**src/rtl/spi_ram_pkg.sv**
```systemverilog
// Shared opcodes and FSM encoding for the SPI-to-RAM bridge.
// Pure declarations: no latency, no flow control.
package spi_ram_pkg;

    localparam logic [1:0] OP_WR_ADDR = 2'b00;
    localparam logic [1:0] OP_WR_DATA = 2'b01;
    localparam logic [1:0] OP_RD_ADDR = 2'b10;
    localparam logic [1:0] OP_RD_DATA = 2'b11;

    typedef enum logic [2:0] {
        IDLE  = 3'd0,
        CMD   = 3'd1,
        ADDR  = 3'd2,
        WRITE = 3'd3,
        READ  = 3'd4,
        DONE  = 3'd5
    } state_t;

endpackage

```
**src/rtl/spi_ram_mem.sv**
```systemverilog
// DEPTH x DATA_W single-port RAM: synchronous write, combinational read.
// Out-of-range addresses drop writes and read as zero; no backpressure.
module spi_ram_mem #(
    parameter int DATA_W = 8,
    parameter int ADDR_W = 8,
    parameter int DEPTH  = 256
) (
    input  logic              clk,
    input  logic              we,
    input  logic [ADDR_W-1:0] addr,
    input  logic [DATA_W-1:0] wdata,
    output logic [DATA_W-1:0] rdata
);

    localparam int IDX_W = $clog2(DEPTH);
    localparam logic [ADDR_W:0] DEPTH_X = (ADDR_W+1)'(DEPTH);

    logic [DATA_W-1:0] mem [DEPTH];
    logic              in_range;
    logic [IDX_W-1:0]  idx;

    // Extra MSB keeps the compare meaningful when DEPTH == 2**ADDR_W.
    assign in_range = ({1'b0, addr} < DEPTH_X);
    assign idx      = addr[IDX_W-1:0];

    always_ff @(posedge clk) begin
        if (we && in_range) begin
            mem[idx] <= wdata;
        end
    end

    assign rdata = in_range ? mem[idx] : '0;

endmodule

```
**src/rtl/spi_ram_bridge.sv**
```systemverilog
// SPI-slave frame decoder driving a RAM: 2-bit opcode then address or data words, MSB first.
// Read data appears on miso the cycle after each load edge with no inter-word gap; ss_n high aborts at once.
module spi_ram_bridge
    import spi_ram_pkg::*;
#(
    parameter int DATA_W   = 8,
    parameter int ADDR_W   = 8,
    parameter int DEPTH    = 256,
    parameter int AUTO_INC = 1
) (
    input  logic clk,
    input  logic rst_n,
    input  logic ss_n,
    input  logic mosi,
    output logic miso,
    output logic busy
);

    localparam int CNT_MAX = (DATA_W > ADDR_W) ? DATA_W : ADDR_W;
    localparam int CW      = $clog2(CNT_MAX);
    localparam logic [CW-1:0]   ADDR_LAST = CW'(ADDR_W - 1);
    localparam logic [CW-1:0]   DATA_LAST = CW'(DATA_W - 1);
    localparam logic [ADDR_W:0] PTR_LAST  = (ADDR_W+1)'(DEPTH - 1);

    state_t            state, state_nxt;
    logic              op_hi;
    logic [CW-1:0]     bit_cnt;
    logic [CNT_MAX-2:0] rx_sh;
    logic [CNT_MAX-1:0] rx_in;
    logic [DATA_W-1:0] tx_sh;
    logic [ADDR_W-1:0] wr_ptr, rd_ptr, mem_addr;
    logic [DATA_W-1:0] rdata;
    logic              we, abort;

    // Out-of-range pointers also wrap to 0 on increment.
    function automatic logic [ADDR_W-1:0] ptr_inc(input logic [ADDR_W-1:0] p);
        return ({1'b0, p} >= PTR_LAST) ? '0 : p + 1'b1;
    endfunction

    assign rx_in    = {rx_sh, mosi};
    assign abort    = ss_n && (state != IDLE);
    assign mem_addr = (state == WRITE) ? wr_ptr : rd_ptr;

    always_comb begin
        state_nxt = state;
        we        = 1'b0;
        case (state)
            IDLE:  if (!ss_n) state_nxt = CMD;
            CMD: begin
                case ({op_hi, mosi})
                    OP_WR_DATA: state_nxt = WRITE;
                    OP_RD_DATA: state_nxt = READ;
                    default:    state_nxt = ADDR;
                endcase
            end
            ADDR:  if (bit_cnt == ADDR_LAST) state_nxt = DONE;
            WRITE: we = (bit_cnt == DATA_LAST);
            READ:  state_nxt = READ;
            DONE:  state_nxt = DONE;
            default: state_nxt = IDLE;
        endcase
        if (abort) begin
            state_nxt = IDLE;
            we        = 1'b0;
        end
    end

    always_ff @(posedge clk or negedge rst_n) begin
        if (!rst_n) begin
            state <= IDLE;
        end else begin
            state <= state_nxt;
        end
    end

    always_ff @(posedge clk or negedge rst_n) begin
        if (!rst_n) begin
            op_hi   <= 1'b0;
            bit_cnt <= '0;
            rx_sh   <= '0;
            tx_sh   <= '0;
            wr_ptr  <= '0;
            rd_ptr  <= '0;
            miso    <= 1'b0;
            busy    <= 1'b0;
        end else begin
            busy <= (state_nxt != IDLE);
            miso <= 1'b0;
            if (abort) begin
                bit_cnt <= '0;
            end else begin
                case (state)
                    IDLE: begin
                        bit_cnt <= '0;
                        if (!ss_n) op_hi <= mosi;
                    end
                    CMD: bit_cnt <= '0;
                    ADDR: begin
                        rx_sh   <= rx_in[CNT_MAX-2:0];
                        bit_cnt <= bit_cnt + CW'(1);
                        if (bit_cnt == ADDR_LAST) begin
                            if (op_hi) rd_ptr <= rx_in[ADDR_W-1:0];
                            else       wr_ptr <= rx_in[ADDR_W-1:0];
                        end
                    end
                    WRITE: begin
                        rx_sh <= rx_in[CNT_MAX-2:0];
                        if (bit_cnt == DATA_LAST) begin
                            bit_cnt <= '0;
                            if (AUTO_INC != 0) wr_ptr <= ptr_inc(wr_ptr);
                        end else begin
                            bit_cnt <= bit_cnt + CW'(1);
                        end
                    end
                    READ: begin
                        bit_cnt <= (bit_cnt == DATA_LAST) ? '0 : bit_cnt + CW'(1);
                        // Word boundary: fetch and present the MSB in the same edge.
                        if (bit_cnt == '0) begin
                            miso  <= rdata[DATA_W-1];
                            tx_sh <= {rdata[DATA_W-2:0], 1'b0};
                            if (AUTO_INC != 0) rd_ptr <= ptr_inc(rd_ptr);
                        end else begin
                            miso  <= tx_sh[DATA_W-1];
                            tx_sh <= {tx_sh[DATA_W-2:0], 1'b0};
                        end
                    end
                    default: bit_cnt <= '0;
                endcase
            end
        end
    end

    spi_ram_mem #(
        .DATA_W (DATA_W),
        .ADDR_W (ADDR_W),
        .DEPTH  (DEPTH)
    ) u_mem (
        .clk   (clk),
        .we    (we),
        .addr  (mem_addr),
        .wdata (rx_in[DATA_W-1:0]),
        .rdata (rdata)
    );

endmodule

```
**config.mk**
```make
export PLATFORM = sky130hd
export DESIGN_NAME = spi_ram_bridge
export DESIGN_NICKNAME = d
export VERILOG_FILES = /design/src/rtl/spi_ram_pkg.sv /design/src/rtl/spi_ram_mem.sv /design/src/rtl/spi_ram_bridge.sv
export SDC_FILE = /design/constraint.sdc
export NUM_CORES = 2
export LEC_CHECK = 0
export ABC_AREA = 1
export CORE_MARGIN = 1.5
export CORE_UTILIZATION = 50
export CTS_CLUSTER_SIZE = 28
export DETAILED_ROUTE_END_ITERATION = 10
export PLACE_DENSITY = 0.65
export SLEW_MARGIN = 20
export SYNTH_ARGS = -nofsm -noshare
export SYNTH_HDL_FRONTEND = slang
export SYNTH_SLANG_ARGS = --single-unit
```
**constraint.sdc**
```tcl
create_clock -name clk -period 6.4 [get_ports clk]
set_input_delay 1.92 -clock clk [delete_from_list [all_inputs] [get_ports clk]]
set_output_delay 1.92 -clock clk [all_outputs]
set_load 0.05 [all_outputs]
```
==> results.yml <==
clock_network:
  cts_buffers: 204
  cts-resized-gates: 0
  clockBufferDepth: 3
  ctsRootBufferMaster: "clkbuf_16"
  postCtsHoldBufs: 0
  cts_sinks: 2087
  cts_tree: "done"
  worstSkewPairLatency_ns: 0.84
  cts_post_setup_buffers_inserted: 0
  path_clk_slew_ns: 0.06
  cts_max_level: 4
power:
  finalPower_mw: 45.1
  ir_drop_mv: 0.571
  p_leak_nw: 37.1
  powerDensity_nw_per_um2: 470
synth:
  async_flop_share: 0.0187
  synth-edff-count: 2048
  synthTopCellsByArea: "edfxtp_1, nand2_1, nand3_1"
  syn_avg_cell_area_um2: 10.7
  yosysTopAreaCell: "edfxtp_1"
  yosysSeqAreaShare: 0.713
  synth_warnings: 0
  synth_common_cells: "nand2_1, edfxtp_1, nand3_1"
  yosys.cell_count.top_type: "nand2_1"
  synthCells: 8191
  synth_top_area_frac: 0.702
  synth_cell_types: 39
  ys_ff_latch: 2087
  syn_area_um2: 87600
  syn_nets: 8200
  ys.flop_type: "edfxtp_1"
sta:
  rsz0062_at_grt: "false"
  clock.fmax_ghz: 0.214
  slew_headroom: 0.238
  fin_crit_sh: 0.732
  tns_ns: 0
  finalCriticalPeriod_ns: 4.68
  slew_violations: 0
  hold_violations: 0
  fin_skew_ns: 0.0316
  max_slew.worst_pin.slew_ns: 1.14
  finalSetupViolations: 0
drt:
  drt_first_iter_violations: 7881
  drc: 0
  wl_per_cell_um: 23.6
  totalWireLength_mm: 249
  ant_nets: 0
  firstDrtPassIters: 8
  vias: 60000
  via_per_inst: 5.70
grt:
  grt_usage: 0.276
  gr-total-overflow: 0
  grt_pass1_wl_mm: 366
  antenna_found_initial: 3
  grt_max_degree: 196
  grt_pass1_vias: 57800
placement:
  dp_hpwl_mm: 137
  io_buffers: 5
  place_congestion: 0.912
final_layout:
  final_util: 0.552
  final_layout_size_suffix_gt1_frac: 0.0522
  final_nets: 8031
  syn_to_final_growth_pct: 9.66
  fillers: 14600
worst_setup_path:
  path_class: "register to register"
  cp.arrival_ns: 5.15
  cp_max_fo: 67
  crit_path_end_kind: "register"
  cp.required_ns: 6.87
  cp-start-kind: "register"
floorplanning:
  fp.dieW_um: 422
  initial_core_util: 0.503
  design.core.area_um2: 174000
  rows: 153
  fp.dieH_um: 422
  ios: 6
  dieArea_um2: 178000
outcome:
  status: "completed"
min_path:
  hold_class: "register to register"
flow_run:
  drv_cap: 0
## registers in the layout, summed over array words and instances, names as in the netlist
name / count
bit_cnt: 3
busy: 1
miso: 1
op_hi: 1
rd_ptr: 8
rx_sh: 7
state: 3
tx_sh: 7
u_mem.mem: 2048
wr_ptr: 8
## metal layers
layer,vias to the layer above,track usage,routed length [µm]
li1,27300,-,-
met1,28900,0.379,99700
met5,-,0,45
met2,3222,0.435,114000
met4,6,0.100,9230
met3,545,0.0565,25400
## cell families (layout without fill, tap and decap cells)
kind of cell	count (synthesis)	count (layout)	synth area share
XOR/XNOR	1	1	0.000100
adder cells (fa/ha/maj)	5	5	0.000714
AND/OR/NAND/NOR	4973	4973	0.226
buffers and inverters	701	706	0.0338
other	0	4	0
flip-flops	2087	2087	0.713
AO/OA/AOI/OAI	424	424	0.0261
## power by group
part	internal [mW]	switching, mW
registers	16.6	0.530
logic	3.80	12.7
clock network	6.45	5.13
total	26.8	18.3
## area by class of cell
| class | count | area [µm²] | share of cell area |
|---|---|---|---|
| flip-flops and latches | 2087 | 62500 | 0.651 |
| well taps | 2325 | 2910 | 0.0303 |
| clock buffers | 251 | 5300 | 0.0552 |
| repair buffers | 104 | 1130 | 0.0118 |
| clock inverters | 129 | 1070 | 0.0111 |
| multi-input cells | 5403 | 22300 | 0.232 |
| inverters | 222 | 840 | 0.00874 |
| diodes | 4 | 10.0 | 0.000104 |
## final timing paths
| path | slack, ns | cells after the start | from | endpoint |
|---|---|---|---|---|
| max | 1.72 | 9 | state[2]$_DFF_PN0_ | u_mem.mem[54][4]$_DFFE_PP_ |
| max reg2reg | 1.72 | 9 | state[2]$_DFF_PN0_ | u_mem.mem[54][4]$_DFFE_PP_ |
| min reg2reg | 0.48 | 2 | tx_sh[5]$_DFFE_PN0P_ | tx_sh[5]$_DFFE_PN0P_ |
| min | 0.48 | 2 | tx_sh[5]$_DFFE_PN0P_ | tx_sh[5]$_DFFE_PN0P_ |
| min in group asynchronous | 1.09 | 1 | rst_n | rx_sh[6]$_DFFE_PN0P_ |
| max in group asynchronous | 4.85 | 1 | rst_n | rx_sh[3]$_DFFE_PN0P_ |
## through the flow
stage / cell area, µm² / setup slack (ns) / cells / hold slack (ns)
2_1_floorplan: 87600 / 2.36 / 8191 / 0.432
6_report: 96100 / 1.72 / 10500 / 0.480
3_5_place_dp: 89700 / 1.03 / 10100 / 0.456
4_1_cts: 96000 / 1.81 / 10500 / 0.477
3_3_place_gp: 89700 / 0.931 / 10100 / 0.446
5_1_grt: 96100 / 1.48 / 10500 / 0.497
## worst max-delay path: stages, from the launching register on
cell and delay (ns):
dfrtp_1 0.49, inv_2 0.09, nand3_4 0.27, nand2_8 0.34, nand2_8 0.55, nand2_4 0.45
nor2_1 0.47, nand2_2 0.61, buf_4 0.45, nor2_1 0.54
## cell usage in the layout, fill, tap and decap left out, types with 46 or more instances in the layout
cell type,count
clkbuf_1,46
nor2_1,677
buf_4,73
clkbuf_16,205
a21oi_1,74
nand2_1,3450
inv_1,212
o21ai_0,234
edfxtp_1,2048
clkinv_1,59
nand3_1,753
(Power assumes the default switching activity.)
